--- config.mk ---
export PLATFORM = sky130hd
export DESIGN_NAME = rr_first_one_arb
export DESIGN_NICKNAME = d
export VERILOG_FILES = /design/src/rtl/rr_first_one_arb.sv
export SDC_FILE = /design/constraint.sdc
export NUM_CORES = 1
export LEC_CHECK = 0
export CORE_MARGIN = 4
export CORE_UTILIZATION = 43
export CTS_CLUSTER_DIAMETER = 120
export DETAILED_ROUTE_END_ITERATION = 8
export PLACE_DENSITY = 0.72
export SLEW_MARGIN = 20
export SYNTH_ARGS = -nofsm -noshare
export SYNTH_HDL_FRONTEND = slang
export SYNTH_SLANG_ARGS = --single-unit
--- constraint.sdc ---
create_clock -name clk -period 2.3 [get_ports clk]
set_clock_uncertainty 0.1 [all_clocks]
set_input_delay 0.345 -clock clk [delete_from_list [all_inputs] [get_ports clk]]
set_output_delay 0.345 -clock clk [all_outputs]
set_load 0.01 [all_outputs]
--- src/rtl/rr_first_one_arb.sv ---
// Round-robin arbiter: rotating-priority first-one scan with a registered one-hot grant.
// Define RR_ARB_HOLD_EN to keep a grant while its owner is still requesting.
module rr_first_one_arb #(
  parameter int WIDTH = 5,
  parameter int IDX_W = 3
) (
  input  logic             clk,
  input  logic             reset,
  input  logic [WIDTH-1:0] req,
  input  logic             en,
  output logic [WIDTH-1:0] grant,
  output logic             grant_valid,
  output logic [IDX_W-1:0] grant_idx
);

  typedef enum logic {
    ST_IDLE,
    ST_GRANT
  } state_e;

  state_e           state_q, state_d;
  logic [WIDTH-1:0] grant_q, grant_d;
  logic             valid_q, valid_d;
  logic [IDX_W-1:0] idx_q, idx_d;
  logic [IDX_W-1:0] ptr_q, ptr_d;

  logic [2*WIDTH-1:0] dbl;
  logic [IDX_W-1:0]   win;
  logic [WIDTH-1:0]   win_oh;
  logic [IDX_W-1:0]   win_ptr;
  logic               any_req;
  logic               take;

  // Bits ptr+WIDTH down to ptr+1 of {req,req} walk ptr..0,WIDTH-1..ptr+1;
  // the highest set bit at or below ptr+WIDTH is the winner.
  always_comb begin
    dbl     = {req, req};
    win     = '0;
    any_req = |req;
    for (int i = 0; i < 2 * WIDTH; i++) begin
      if (dbl[i] && (i <= int'(ptr_q) + WIDTH)) begin
        win = IDX_W'(i % WIDTH);
      end
    end
    win_oh  = any_req ? (WIDTH'(1) << win) : '0;
    win_ptr = (win == '0) ? IDX_W'(WIDTH - 1) : win - 1'b1;
  end

`ifdef RR_ARB_HOLD_EN
  logic owner_req;
  assign owner_req = |(req & grant_q);
`endif

  always_comb begin
    grant_d = '0;
    valid_d = 1'b0;
    idx_d   = '0;
    ptr_d   = ptr_q;
    state_d = ST_IDLE;
    take    = 1'b0;
    case (state_q)
      ST_GRANT: begin
`ifdef RR_ARB_HOLD_EN
        if (owner_req) begin
          grant_d = grant_q;
          valid_d = valid_q;
          idx_d   = idx_q;
          state_d = ST_GRANT;
        end else begin
          take = en && any_req;
        end
`else
        take = en && any_req;
`endif
      end
      default: take = en && any_req;
    endcase
    if (take) begin
      grant_d = win_oh;
      valid_d = 1'b1;
      idx_d   = win;
      ptr_d   = win_ptr;
`ifdef RR_ARB_HOLD_EN
      state_d = ST_GRANT;
`else
      state_d = ST_IDLE;
`endif
    end
  end

  always_ff @(posedge clk or negedge reset) begin
    if (!reset) begin
      state_q <= ST_IDLE;
      grant_q <= '0;
      valid_q <= 1'b0;
      idx_q   <= '0;
      ptr_q   <= IDX_W'(WIDTH - 1);
    end else begin
      state_q <= state_d;
      grant_q <= grant_d;
      valid_q <= valid_d;
      idx_q   <= idx_d;
      ptr_q   <= ptr_d;
    end
  end

  assign grant       = grant_q;
  assign grant_valid = valid_q;
  assign grant_idx   = idx_q;

endmodule

# After elaboration in Yosys (flattened, before gate mapping)
# Cells that the tools add are included.
[word_totals]
regBits = 12
inputBits = 8
out_inout_bits = 9
elab_cells = 42
[classes]
addsub = 2
order_cmp = 9
shifts = 1
muxes = 14
n_reduce_logical = 12
[op_table]
columns = ["op", "n"]
rows = [
  ["$le A4 B32 Y1 const A", 4],
  ["$le A3 B32 Y1 const A", 2],
  ["$le A2 B32 Y1 const A", 1],
  ["$le A5 B32 Y1 const A", 1],
  ["$mux W3", 9],
  ["$logic_and A1 B1 Y1", 10],
  ["$mux W5", 2],
  ["$reduce_or A5 Y1", 1],
  ["$shl A1 B3 Y5 const A", 1],
  ["$add A3 B3 Y4 const B", 1],
  ["$le A4 B4 Y1 const A", 1],
  ["$logic_not A3 Y1", 1],
  ["$sub A3 B1 Y3 const B", 1],
  ["$mux W1", 2],
  ["$mux W2", 1],
]

# Longest topological paths before layout
# Gate-level depths: netlist (run 1).
[depth]
word_depth = 15
ltp_mapped = 11
depth_no_buf = 11

# Worst setup path before layout (run 1)
# OpenSTA, ideal clock, no wires.
[synth_timing]
path_kind = "register to register"
startpoint = "reg ptr_q[0]"
endpoint = "reg ptr_q[2]"
setup_time_ps = 79
t_arrival_ps = 2164
required_time_ps = 2121
path_slack_ps = -42
stages_incl_launch_ff = 11
n_path_buf = 0
cell_sequence = "dfrtp_1 inv_1 ha_1 nand4bb_1 a21oi_2 o21ai_1 a22oi_2 nor3_1 or2_1 ha_1 o21ai_0"
[synth_between]
elab_chain_len = 14
word_cells_on_any_way = 31
cone_classes = "add/sub (2); order compare (9); mux (10); reduce/logical (10)"
[synth_lines]
columns = ["item", "line", "source"]
rows = [
  ["start: declaration", "25", "logic [IDX_W-1:0] ptr_q, ptr_d;"],
  ["start signal: assignment", "97", "ptr_q <= IDX_W'(WIDTH - 1);"],
  ["start signal: assignment", "103", "ptr_q <= ptr_d;"],
  ["$add A3 B3 Y4 (*)", "41", "if (dbl[i] && (i <= int'(ptr_q) + WIDTH)) begin"],
  ["$le A2 B32 Y1", "41", ""],
  ["$logic_and A1 B1 Y1", "41", ""],
  ["$mux W1", "41", ""],
  ["$mux W2", "41", ""],
  ["$mux W3 (6 in a row)", "41", ""],
  ["$mux W3 (*)", "41", ""],
  ["$sub A3 B1 Y3 / $logic_not A3 Y1 (equally long branches)", "46", "win_ptr = (win == '0) ? IDX_W'(WIDTH - 1) : win - 1'b1;"],
  ["$mux W3 (*)", "46", ""],
]
# Every way passes the cells marked *; elsewhere a longest branch is shown, timed or not.
# A chain may end at the register's enable or synchronous reset.

# Worst setup path in the final report (run 1)
[layout_timing]
startpoint = "reg ptr_q[0]"
endpoint = "reg ptr_q[0]"
# Same word-level chain as after synthesis.

==> qor.yml, run 1 <==
hold_viol: 0
hold_class: "primary input to asynchronous set/reset pin"
crit_path_cell_trace: "buf_4 > ha_1 > nor2_2 > o21ai_4 > o31ai_2 > a22oi_2 > nor3_2 > or2_4 > ha_4 > nand2_2 > and3_1"
maxCapViolations: 0
dr.pass1.iters: 4
cts.sink_count: 12
cts_tree: "yes"
finalPower_mw: 1.61
netlist_instances: 75
cts_inserted_buffers: 3
cpMaxStageDelayCell: "dfrtp_2"
syn_nets: 88
ys_async_sr_fraction_pct: 100
wire_per_inst_um: 13.0
yosys_warnings: 0
routed_wl_um: 1730
cp_num_buf_inv: 1
via_count: 673
required_ns: 2.36
clk_pin_slew_ns: 0.07
yosys_register_bits: 12
area_growth_pct: 49.4
grt_pass1_vias: 697
grt_start_max_net_pins: 13
start_kind: "register"
finalCoreUtilization_pct: 67.5
drv_slew: 0
fp.dieW_um: 50.4
port_buffers: 16
fillers: 124
clk_latency_ns: 0.27
ys_types: 36
drc: 0
status: "complete, no violations"
ios: 17
hold_buffers: 0
grt_use_total_pct: 15.4
yosys.area.top_type_share_pct: 35.7
final_nets: 122
critPathArrivalTime_ns: 2.31
initial_core_util_pct: 45.2
cpPeakStageDelay_ns: 0.43
path_max_fanout: 6
rows: 15
path_class: "register to register"
dp_hpwl_um: 1380
clk_path_buf_depth: 2
synth_area_per_cell_um2: 10.3
min_period_ns: 2.25
peakVddDrop_mv: 0.766
rsz0062_at_grt: "true"
powerDensity_nw_per_um2: 1390
ys_seq_area_share_pct: 39.1
timing.rr.start: "ptr_q[0]"
synth_area_um2: 772
antenna_found_initial: 0
core_um2: 1710
htree_levels: 1
die_h_um: 50.4
setup.worst_path.start: "ptr_q[0]"
rrSetupSlack_ns: 0.05
cp_top_family: "simple AND/OR/NAND/NOR gates"
gp_congestion: 0.878
relSlewSlack_pct: 66.4
crit_path_end_kind: "register"
viasPerCell: 5.06
drt_iter0_markers: 10
fmax_ghz: 0.444
grt_overflow: 0
antenna_cells: 0
ys.flop_type: "dfrtp_1"
synth_top_area_cell: "dfrtp_1"
tightest_slew_ns: 0.502
final-setup-viol-count: 0
root_buffer: "clkbuf_4"
post-route-period-util_pct: 97.9
synth_area_leaders: "dfrtp_1, ha_1, o21ai_2"
ant_nets: 0
synth-edff-count: 0
grt_pass1_wl_um: 3000
die_area_um2: 2540
drive_above_1_share_pct: 45.4
p_leak_nw: 0.527
-- synth_stat cells (2+ instances only) --
| cell type | instances |
|---|---|
| a21oi_2 | 3 |
| and2_1 | 2 |
| dfrtp_1 | 11 |
| ha_1 | 5 |
| inv_1 | 7 |
| nand2_1 | 7 |
| nor2_1 | 5 |
| nor2_2 | 2 |
| o21ai_0 | 2 |
| o21ai_2 | 4 |
| or2_1 | 2 |
-- layout make-up --
class                           count  area (um2)  area share [%]
Multi-Input combinational cell     55         494            42.8
Inverter                            8        30.0            2.60
Clock buffer                        4        36.3            3.15
Tap cell                           25        31.3            2.71
Timing Repair Buffer               29         258            22.3
Sequential cell                    12         304            26.4
-- routing by layer --
metal / part of all wire, % / global-route usage [%] / wire [um] / vias to the layer above
met1: 44 / 19.7 / 761 / 325
met3: 3.5 / 5.34 / 61 / 0
met2: 52 / 25.4 / 904 / 16
met4: 0 / 2.69 / 0 / 0
li1: - / - / - / 332
met5: 0 / 0 / 0 / -
-- sequential cells by signal, summed over array words and instances (netlist names) --
signal	cells
grant_idx	3
grant_valid	1
ptr_q	3
grant	5
-- cells by family (layout without fill, tap and decap cells) --
group | after synthesis | in the layout | synth area share, %
AO/OA/AOI/OAI | 24 | 24 | 29.5
adder cells (fa/ha/maj) | 5 | 5 | 8.10
flip-flops | 12 | 12 | 39.1
AND/OR/NAND/NOR | 26 | 26 | 19.4
buffers and inverters | 8 | 41 | 3.89
-- power breakdown --
group          internal, mW  leakage, nW  switching (mW)
logic                 0.560        0.355           0.527
registers             0.300        0.151          0.0534
clock network        0.0962       0.0210          0.0690
-- through the flow --
step / instances / setup TNS [ns] / setup slack (ns) / instance area [um2] / hold WS, ns
6_report: 133 / 0 / 0.0490 / 1150 / 0.306
3_5_place_dp: 128 / -0.0930 / -0.0583 / 1050 / 0.424
2_1_floorplan: 75 / 0 / 0.0105 / 773 / -0.0506
4_1_cts: 133 / 0 / 0.00774 / 1110 / 0.323
3_3_place_gp: 128 / 0 / 0.0348 / 1050 / 0.417
5_1_grt: 133 / -0.177 / -0.0666 / 1150 / 0.353
-- path summary, 6_finish.rpt --
check,cells past startpoint,end
worst max-delay path,11,ptr_q[0]
worst max register to register,11,ptr_q[0]
min in group clk,2,ptr_q[2]
worst min-delay path,1,grant[1]
max in group asynchronous,1,ptr_q[0]
worst min register to register,2,ptr_q[2]
-- placed cells by master, fill, tap and decap left out, types with 2 or more instances in the layout --
| master | netlist | routed |
|---|---|---|
| dfrtp_2 | 0 | 2 |
| nor2_1 | 5 | 3 |
| inv_1 | 7 | 6 |
| buf_4 | 0 | 13 |
| nand2_1 | 7 | 6 |
| inv_2 | 1 | 2 |
| nand2_2 | 1 | 2 |
| a21oi_2 | 3 | 3 |
| nor2_2 | 2 | 4 |
| clkbuf_4 | 0 | 3 |
| ha_1 | 5 | 2 |
| clkdlybuf4s50_1 | 0 | 16 |
| dfrtp_1 | 11 | 9 |
| and2_1 | 2 | 2 |
| ha_4 | 0 | 2 |
| o21ai_2 | 4 | 4 |
-- repair_timing --
| item | 4_1_cts | 5_1_grt |
|---|---|---|
| endpoints found under the hold margin | 0 | 0 |
| gates resized for setup | 4 | 10 |
| buffers inserted | 1 | 0 |
| endpoints found under the setup margin | 2 | 5 |
| pin swaps | 9 | 4 |
(Power assumes the default switching activity.)
==> run 2, diff against run 1 <==
- CORE_UTILIZATION: 43 -> 41
- PLACE_DENSITY: 0.72 -> 0.7
==> run 2 against run 1 <==
  * Wire length is 0.87% higher
  * Register-to-register slack lost 0.04 ns
  * First-iteration DRC count up 30%
  * Power up 4.2%
  * Sequential power barely moved
  * Sequential share of layout area down 0.83 points
  * Non-clock buffer count rose by 2
  * Critical path type unchanged
  * Critical endpoint is now grant[4]
  * Highest routed layer unchanged
==> qor.yml, run 2 (synthesized netlist as in run 1, its figures left out) <==
cts_tree: "yes"  # unchanged
cpPeakStageDelay_ns: 0.45  # was 0.43 ns
hold_viol: 0  # unchanged
grt_start_max_net_pins: 13  # unchanged
timing.rr.start: "ptr_q[1]"  # was ptr_q[0]
clk_pin_slew_ns: 0.07  # about the same
powerDensity_nw_per_um2: 1400  # was 1390 nW/um2
p_clk_share_pct: 9.6  # was 10.3%
peakVddDrop_mv: 0.889  # was 0.766 mV
ant_nets: 0  # unchanged
finalCoreUtilization_pct: 67.5  # about the same
hold_class: "primary input to asynchronous set/reset pin"  # unchanged
cp_num_buf_inv: 0  # was 1
final_common_cell: "clkdlybuf4s50_1"  # unchanged
grt_pass1_vias: 684  # was 697
rsz0062_at_grt: "true"  # unchanged
grt_use_total_pct: 15.5  # was 15.4%
ios: 17  # unchanged
gp_congestion: 0.898  # was 0.878
dp_hpwl_um: 1340  # was 1380 um
seqPwrFrac_pct: 21.3  # was 22.0%
path_class: "register to register"  # unchanged
dp.cells: 128  # unchanged
relSlewSlack_pct: 66.5  # was 66.4%
area_growth_pct: 54.3  # was 49.4%
initial_core_util_pct: 43.8  # was 45.2%
antenna_found_initial: 0  # unchanged
die_area_um2: 2640  # was 2540 um2
drv_slew: 0  # unchanged
antenna_cells: 0  # unchanged
layout.cells.non_filler: 135  # was 133
cts.sink_count: 12  # unchanged
drc: 0  # unchanged
path_max_fanout: 4  # was 6
drive_above_1_share_pct: 47.3  # was 45.4%
start_kind: "register"  # unchanged
whs_ns: 0.310  # was 0.306 ns
p_sw_share_pct: 40.1  # was 40.4%
dr.pass1.iters: 2  # was 4
crit_path_end_kind: "register"  # unchanged
cp_top_family: "simple AND/OR/NAND/NOR gates"  # unchanged
status: "complete, no violations"  # unchanged
min_period_ns: 2.29  # was 2.25 ns
p_int_mw: 1.00  # was 956 uW
critPathArrivalTime_ns: 2.35  # was 2.31 ns
root_buffer: "clkbuf_4"  # unchanged
viasPerCell: 5.00  # was 5.06
clk_latency_ns: 0.27  # about the same
clk_path_buf_depth: 2  # unchanged
maxCapViolations: 0  # unchanged
final_cell_mix: "clkdlybuf4s50_1, buf_4, dfrtp_1"  # unchanged
p_leak_nw: 0.540  # was 0.527 nW
fmax_ghz: 0.436  # was 0.444 GHz
setup.worst_path.start: "ptr_q[1]"  # was ptr_q[0]
via_count: 675  # was 673
required_ns: 2.36  # about the same
place_area_um2: 1050  # unchanged
crit_path_cell_trace: "ha_4 > nand4bb_1 > a21oi_2 > o21ai_2 > a22oi_2 > nor3_2 > or2_4 > ha_2 > and2_1"  # was buf_4 > ha_1 > nor2_2 > o21ai_4 > o31ai_2 > a22oi_2 > nor3_2 > or2_4 > ha_4 > nand2_2 > and3_1
routed_wl_um: 1740  # was 1730 um
die_h_um: 51.4  # was 50.4 um
port_buffers: 16  # unchanged
post-route-period-util_pct: 99.6  # was 97.9%
final_nets: 124  # was 122
grt_pass1_wl_um: 2990  # was 3000 um
drt_iter0_markers: 13  # was 10
cpMaxStageDelayCell: "dfrtp_2"  # unchanged
grt_overflow: 0  # unchanged
rows: 15  # unchanged
tightest_slew_ns: 0.501  # was 0.502 ns
p_switching_uw: 671  # was 649 uW
htree_levels: 1  # unchanged
comb_power_share_pct: 69.1  # was 67.7%
design_area_um2: 1190  # was 1150 um2
final-setup-viol-count: 0  # unchanged
cts_inserted_buffers: 3  # unchanged
largest_reg_flops: 5  # unchanged
wire_per_inst_um: 12.9  # was 13.0 um
fp.dieW_um: 51.4  # was 50.4 um
core_um2: 1760  # was 1710 um2
## run 2: what timing repair did
action,CTS,global route
setup buffers,2,1
pin swaps,3,9
hold buffers,0,0
gates resized for setup,8,10
endpoints found under the setup margin,2,4
gates cloned,0,0
## run 2: final timing paths
path	slack [ns]	cells after the start	to
hold / removal	0.31	1	grant_idx[2]
min in group clk	0.43	2	ptr_q[2]
setup reg to reg	0.009	9	grant[4]
setup / recovery	0.009	9	grant[4]
hold reg to reg	0.43	2	ptr_q[2]
max in group asynchronous	1.42	1	ptr_q[1]
## run 2: per-layer routing
layer | up-vias | track usage, % | wire (um)
met4 | 0 | 4.37 | 0
met3 | 0 | 5.54 | 56
met2 | 11 | 26.5 | 923
met5 | - | 0 | 0
met1 | 328 | 18.1 | 762
li1 | 336 | - | -
## run 2: worst register-to-register path, stage by stage (launching register included)
cell,delay [ns]
dfrtp_2,0.45
ha_4,0.30
nand4bb_1,0.15
a21oi_2,0.26
o21ai_2,0.11
a22oi_2,0.18
nor3_2,0.07
or2_4,0.27
ha_2,0.18
and2_1,0.12
## run 2: power groups by stage
| stage | Combinational [mW] | Clock [mW] | Sequential (mW) |
|---|---|---|---|
| 3_3_place_gp | 0.905 | 0 | 0.347 |
| 6_report | 1.16 | 0.161 | 0.356 |
| 5_1_grt | 1.24 | 0.184 | 0.367 |
| 2_1_floorplan | 0.518 | 0 | 0.384 |
| 4_1_cts | 1.03 | 0.166 | 0.355 |
| 3_5_place_dp | 0.931 | 0 | 0.350 |
## run 2: per-stage QoR
step	worst slack, ns	TNS (ns)	power (mW)
global route	-0.0881	-0.299	1.80
finish	0.00856	0	1.67
floorplan	0.0105	0	0.902
detailed placement	-0.0566	-0.0922	1.28
CTS	0.00606	0	1.55
global placement	0.0278	0	1.25
## run 2: cell type report
| cell class | count | area, um2 |
|---|---|---|
| well taps | 25 | 31.3 |
| inverters | 8 | 30.0 |
| multi-input cells | 55 | 509 |
| repair buffers | 31 | 280 |
| fillers | 149 | 573 |
| clock buffers | 4 | 36.3 |
| flip-flops and latches | 12 | 304 |
